--- config.mk ---
export PLATFORM = sky130hd
export DESIGN_NAME = montgomery_req_scheduler
export DESIGN_NICKNAME = d
export VERILOG_FILES = /design/src/rtl/montgomery_req_scheduler.sv
export SDC_FILE = /design/constraint.sdc
export NUM_CORES = 2
export LEC_CHECK = 0
export ABC_AREA = 1
export CAP_MARGIN = 20
export CORE_AREA = 2 2 562 564
export DETAILED_ROUTE_END_ITERATION = 6
export DIE_AREA = 0 0 564 566
export PLACE_DENSITY_LB_ADDON = 0.15
export SKIP_LAST_GASP = 1
export SYNTH_ARGS = -nofsm -noshare
export SYNTH_HDL_FRONTEND = slang
export SYNTH_SLANG_ARGS = --single-unit
--- constraint.sdc ---
create_clock -name clk_i -period 5.7 [get_ports clk_i]
set_clock_uncertainty 0.2 [all_clocks]
set_input_delay 0.57 -clock clk_i [delete_from_list [all_inputs] [get_ports clk_i]]
set_output_delay 0.57 -clock clk_i [all_outputs]
set_load 0.01 [all_outputs]
--- src/rtl/montgomery_req_scheduler.sv ---
// montgomery_req_scheduler: round-robin sharing of one pipelined Montgomery reducer, draining it before any modulus change
module montgomery_req_scheduler #(
  parameter int NUM_REQ     = 4,
  parameter int DATA_LENGTH = 64,
  parameter int LATENCY     = 21,
  parameter int FIFO_DEPTH  = 8,
  parameter int ID_W        = $clog2(NUM_REQ)
) (
  input  logic                           clk_i,
  input  logic                           rst_ni,
  input  logic [NUM_REQ-1:0]             req_valid_i,
  output logic [NUM_REQ-1:0]             req_ready_o,
  input  logic [NUM_REQ*DATA_LENGTH-1:0] req_x_i,
  input  logic [NUM_REQ*DATA_LENGTH-1:0] req_q_i,
  input  logic [NUM_REQ*DATA_LENGTH-1:0] req_qbl_i,
  input  logic [NUM_REQ*DATA_LENGTH-1:0] req_qinv_i,
  output logic                           resp_valid_o,
  input  logic                           resp_ready_i,
  output logic [ID_W-1:0]                resp_id_o,
  output logic [DATA_LENGTH-1:0]         resp_data_o,
  output logic                           mr_start_o,
  output logic [DATA_LENGTH-1:0]         mr_x_o,
  output logic [DATA_LENGTH-1:0]         mr_q_o,
  output logic [DATA_LENGTH-1:0]         mr_q_bl_o,
  output logic [DATA_LENGTH-1:0]         mr_qinv_o,
  input  logic [DATA_LENGTH-1:0]         mr_result_i,
  input  logic                           mr_valid_i,
  output logic                           busy_o,
  output logic                           err_o
);
  localparam int CW = $clog2(FIFO_DEPTH + 1);
  localparam int PW = $clog2(FIFO_DEPTH);
  typedef enum logic {S_RUN, S_DRAIN} state_t;
  state_t state;
  logic [ID_W-1:0] rr_ptr, lock_id, cand, mr_id;
  logic [ID_W:0] sum;
  logic cand_ok, cfg_valid, cfg_match, idle, can_issue, issue, push, pop, full, tail_ok;
  logic [DATA_LENGTH-1:0] cand_x, cand_q, cand_qbl, cand_qinv;
  logic [CW-1:0] inflight, fifo_count;
  logic [PW-1:0] wr_ptr, rd_ptr;
  logic [LATENCY-1:0] tag_v;
  logic [ID_W-1:0] tag_id [LATENCY];
  logic [DATA_LENGTH-1:0] fifo_data [FIFO_DEPTH];
  logic [ID_W-1:0] fifo_id [FIFO_DEPTH];
  // Searching downward lets the requester nearest rr_ptr win the last assignment.
  always_comb begin
    cand_ok = 1'b0;
    cand = rr_ptr;
    sum = '0;
    for (int k = NUM_REQ - 1; k >= 0; k--) begin
      sum = {1'b0, rr_ptr} + (ID_W+1)'(k);
      sum = sum >= (ID_W+1)'(NUM_REQ) ? sum - (ID_W+1)'(NUM_REQ) : sum;
      if (req_valid_i[sum[ID_W-1:0]]) begin
        cand_ok = 1'b1;
        cand = sum[ID_W-1:0];
      end
    end
    cand_ok = state == S_DRAIN ? req_valid_i[lock_id] : cand_ok;
    cand = state == S_DRAIN ? lock_id : cand;
    cand_x = '0;
    cand_q = '0;
    cand_qbl = '0;
    cand_qinv = '0;
    for (int i = 0; i < NUM_REQ; i++)
      if (cand == ID_W'(i)) begin
        cand_x = req_x_i[i*DATA_LENGTH +: DATA_LENGTH];
        cand_q = req_q_i[i*DATA_LENGTH +: DATA_LENGTH];
        cand_qbl = req_qbl_i[i*DATA_LENGTH +: DATA_LENGTH];
        cand_qinv = req_qinv_i[i*DATA_LENGTH +: DATA_LENGTH];
      end
  end
  assign idle = inflight == '0;
  assign can_issue = ({1'b0, inflight} + {1'b0, fifo_count}) < (CW+1)'(FIFO_DEPTH);
  assign cfg_match = cfg_valid && cand_q == mr_q_o && cand_qbl == mr_q_bl_o && cand_qinv == mr_qinv_o;
  assign issue = rst_ni && cand_ok && can_issue && (state == S_RUN ? cfg_match || idle : idle);
  assign req_ready_o = issue ? NUM_REQ'(1) << cand : '0;
  assign tail_ok = tag_v[LATENCY-1];
  assign full = fifo_count == CW'(FIFO_DEPTH);
  assign resp_valid_o = fifo_count != '0;
  assign pop = resp_valid_o && resp_ready_i;
  assign push = mr_valid_i && (!full || pop);
  assign resp_id_o = resp_valid_o ? fifo_id[rd_ptr] : '0;
  assign resp_data_o = resp_valid_o ? fifo_data[rd_ptr] : '0;
  assign busy_o = !idle || resp_valid_o;
  always_ff @(posedge clk_i or negedge rst_ni) begin
    if (!rst_ni) begin
      state <= S_RUN;
      rr_ptr <= '0;
      lock_id <= '0;
      mr_id <= '0;
      cfg_valid <= 1'b0;
      mr_start_o <= 1'b0;
      mr_x_o <= '0;
      mr_q_o <= '0;
      mr_q_bl_o <= '0;
      mr_qinv_o <= '0;
      inflight <= '0;
      fifo_count <= '0;
      wr_ptr <= '0;
      rd_ptr <= '0;
      tag_v <= '0;
      err_o <= 1'b0;
      for (int i = 0; i < LATENCY; i++) tag_id[i] <= '0;
    end else begin
      mr_start_o <= issue;
      if (issue) begin
        mr_x_o <= cand_x;
        mr_id <= cand;
        rr_ptr <= cand == ID_W'(NUM_REQ - 1) ? '0 : cand + ID_W'(1);
      end
      // Config only changes with the reducer empty, so in-flight operands keep their modulus.
      if (issue && idle) begin
        cfg_valid <= 1'b1;
        mr_q_o <= cand_q;
        mr_q_bl_o <= cand_qbl;
        mr_qinv_o <= cand_qinv;
      end
      if (state == S_RUN) lock_id <= cand;
      state <= state == S_RUN ? (cand_ok && !cfg_match && !idle ? S_DRAIN : S_RUN)
                              : (issue || !cand_ok ? S_RUN : S_DRAIN);
      inflight <= inflight + CW'(issue) - CW'(mr_valid_i && tail_ok);
      tag_v <= {tag_v[LATENCY-2:0], mr_start_o};
      tag_id[0] <= mr_id;
      for (int i = 1; i < LATENCY; i++) tag_id[i] <= tag_id[i-1];
      wr_ptr <= push ? (wr_ptr == PW'(FIFO_DEPTH - 1) ? '0 : wr_ptr + PW'(1)) : wr_ptr;
      rd_ptr <= pop ? (rd_ptr == PW'(FIFO_DEPTH - 1) ? '0 : rd_ptr + PW'(1)) : rd_ptr;
      fifo_count <= fifo_count + CW'(push) - CW'(pop);
      err_o <= err_o || (mr_valid_i && (!tail_ok || (full && !pop)));
    end
  end
  always_ff @(posedge clk_i) begin
    if (push) begin
      fifo_data[wr_ptr] <= mr_result_i;
      fifo_id[wr_ptr] <= tail_ok ? tag_id[LATENCY-1] : '0;
    end
  end
endmodule

==> flow_summary.json <==
{
  "netlist_instances": 5521,
  "leakagePower_nw": 28.8,
  "critPathRequiredTime_ps": 4930,
  "post-dp-hpwl_mm": 284,
  "final_antenna_net_count": 0,
  "final_hold_viol_count": 0,
  "drc": 0,
  "hold_class": "register to register",
  "die_x_um": 564,
  "syn_area_per_cell_sq_um": 8.28,
  "maxSlewHeadroom_pct": 35.7,
  "die_height_um": 566,
  "fp-row-count": 206,
  "critPathMaxFanout": 37,
  "overflow": 0,
  "ioPinCount": 1426,
  "yosysWarningCount": 0,
  "clock-sinks": 871,
  "power.density_nw_per_um2": 523,
  "cpMostUsedCell": "nand2_1",
  "ir_drop_uv": 317,
  "dpl_cell_area_sq_um": 67800,
  "drive_gt1_share_pct": 11.1,
  "place_congestion": 0.975,
  "worstReg2RegStart": "rr_ptr[0]",
  "viasPerCell": 4.19,
  "maxCapViolCount": 0,
  "firstDrtPassIters": 5,
  "pre_cts_ws_ps": -1740,
  "io_buffers": 1425,
  "design_area_sq_um": 72800,
  "ys_seq_area_share_pct": 53.5,
  "htree_num_levels": 3,
  "cts_root_buf": "clkbuf_16",
  "critPathMaxStageDelay_ps": 470,
  "core_area_sq_um": 313000,
  "slew_violations": 0,
  "tightest_slew_ps": 961,
  "grt_pass1_vias": 46401,
  "grt_max_degree": 161,
  "crit_arrival_ps": 5540,
  "area_growth_pct": 59.3,
  "crit_path_end_kind": "output pin",
  "wl_mm": 362,
  "syn_area_sq_um": 45700,
  "period_needed_ps": 6310,
  "rsz0062_at_grt": "yes",
  "cts_tree": "done",
  "status": "finished, violations left",
  "drt-wirelength-per-cell_um": 31.6,
  "cts.reportedPaths.clkPinSlew_ps": 60,
  "initial_core_util_pct": 14.6,
  "synth-seq-cells": 871,
  "violations": "setup timing",
  "cts_max_path_buffers": 4,
  "track_usage_pct": 21.9,
  "setup-violations-final": 6,
  "min_from": "tag_v[10]",
  "fmax_mhz": 158,
  "final_util_pct": 23.2,
  "critPathLaunchType": "register",
  "fin_total_pwr_mw": 38.1,
  "numCtsBuffers": 116,
  "grt_first_pass_wirelength_mm": 464,
  "timing.critical_path.slowest_stage_cell": "dfrtp_2",
  "ys_types": 37,
  "antenna_found_initial": 224,
  "vias": 47994,
  "fin_ws_ps": -611,
  "drt_iter0_markers": 4147,
  "nets": 8258,
  "clk_latency_ps": 860,
  "worstSetupPathType": "register to output pin",
  "synthesis.nets": 6641,
  "die_area_sq_um": 319000,
  "startpoint": "rr_ptr[0]",
  "fin_crit_sh_pct": 111
}
## registers in the layout (all words and copies together), names as in the netlist
signal,count
state,1
mr_id,2
inflight,4
fifo_count,4
mr_qinv_o,64
fifo_id,16
wr_ptr,3
err_o,1
mr_q_o,64
rd_ptr,3
fifo_data,512
mr_q_bl_o,64
cfg_valid,1
tag_id,42
tag_v,21
mr_x_o,64
lock_id,2
rr_ptr,2
mr_start_o,1
## synth_stat cells
library cell	number	area (sq um)
ha_1	22	275
or2_0	1	6.26
a31oi_1	66	413
or2_2	39	244
nand2_2	1	6.26
o21ai_0	670	3350
inv_1	347	1300
dfrtp_1	343	8580
or2_1	102	638
o21ai_1	45	225
clkbuf_1	250	938
xor2_1	2	17.5
buf_4	17	128
o22ai_1	67	419
edfxtp_1	528	15900
o2111ai_1	1	8.76
o211ai_1	74	556
a21o_1	1	7.51
buf_6	6	67.6
xnor2_1	4	35.0
a21oi_1	205	1030
a22oi_1	2	15.0
o21bai_1	1	7.51
nand3b_1	93	698
buf_2	73	365
buf_1	12	45.0
a2111oi_0	1	8.76
fa_1	2	40.0
nand3_1	225	1130
inv_2	3	11.3
a21boi_0	13	97.6
nand4_1	12	75.1
nor2_2	1	6.26
nand2_1	1561	5860
a221oi_1	64	561
mux2_2	26	293
nor2_1	641	2410
## through the flow
stage	setup TNS, ps	std cells	hold slack (ps)
after floorplan	0	5521	74.4
after global placement	-90110	11132	132
after detailed placement	-85020	11133	135
after CTS	-2700	11385	66.1
after global routing	-3970	11421	77.6
final	-2390	11450	68.5
## layout make-up
| class | instances | area, sq um |
|---|---|---|
| Fill cell | 34617 | 241000 |
| Sequential cell | 871 | 24400 |
| Timing Repair Buffer | 1857 | 19100 |
| Multi-Input combinational cell | 3942 | 19000 |
| Tap cell | 4160 | 5200 |
| Clock buffer | 169 | 3290 |
| Inverter | 350 | 1360 |
| Clock inverter | 39 | 302 |
| Antenna cell | 62 | 155 |
## what timing repair did
action / in CTS / in global routing
buffers inserted: 31 / 2
hold buffers: 2 / 0
setup endpoints to repair: 78 / 71
cloned: 13 / 1
endpoints found under the hold margin: 109 / 0
resized for setup: 185 / 18
pin swaps: 52 / 9
## power by group
group	internal (mW)	leakage, nW	switching (mW)
Sequential	7.32	9.20	0.193
Combinational	8.62	17.8	14.8
Clock	4.07	1.75	3.07
Total	20.0	28.8	18.1
## metal layers
layer	GRT usage, %	share of wire [%]
met1	27.4	42
met2	36.4	47
met3	5.95	7.5
met4	6.23	3.2
met5	0	0.083
## final timing paths
path	slack (ps)	end	depth (start not counted)
worst max register to register	-40	inflight[2]	35
worst max-delay path	-610	req_ready_o[1]	32
worst min register to register	70	tag_v[11]	0
min in group asynchronous	150	mr_q_o[6]	3
worst min-delay path	70	tag_v[11]	0
max in group asynchronous	3590	mr_x_o[17]	4
## cell families (layout without fill, tap and decap cells)
group | count (synthesis) | after routing | share of synthesized area (%)
and+or+nand+nor | 2676 | 2676 | 24.2
AOI/OAI and AO/OA | 1210 | 1210 | 14.6
DFF | 871 | 871 | 53.5
buffers and inverters | 708 | 2415 | 6.25
muxes | 26 | 26 | 0.640
adders and majority gates | 24 | 24 | 0.690
xor gates and xnor gates | 6 | 6 | 0.115
other | 0 | 62 | 0
## critical path: cells and delay by family, from the launching register on
kind	cells	cell delay, ps
and+or+nand+nor	17	1840
buffers and inverters	10	1260
xor gates and xnor gates	1	150
DFF	1	470
AOI/OAI and AO/OA	3	680
adders and majority gates	1	230
## layout by cell type (no fill, tap or decap), types with 50 or more instances in the layout
cell and count:
nand2_1 1499, dfrtp_1 340, o21ai_1 50, edfxtp_1 528, buf_4 308, o211ai_1 74
nor2_1 605, inv_1 342, a221oi_1 64, nand2_2 59, o22ai_1 67, buf_12 85
clkbuf_16 118, clkdlybuf4s50_1 1420, diode_2 62, nand3_1 219, nand3b_1 93, or2_1 102
a31oi_1 66, a21oi_1 195, o21ai_0 659
Power figures use the tool's default switching activity.
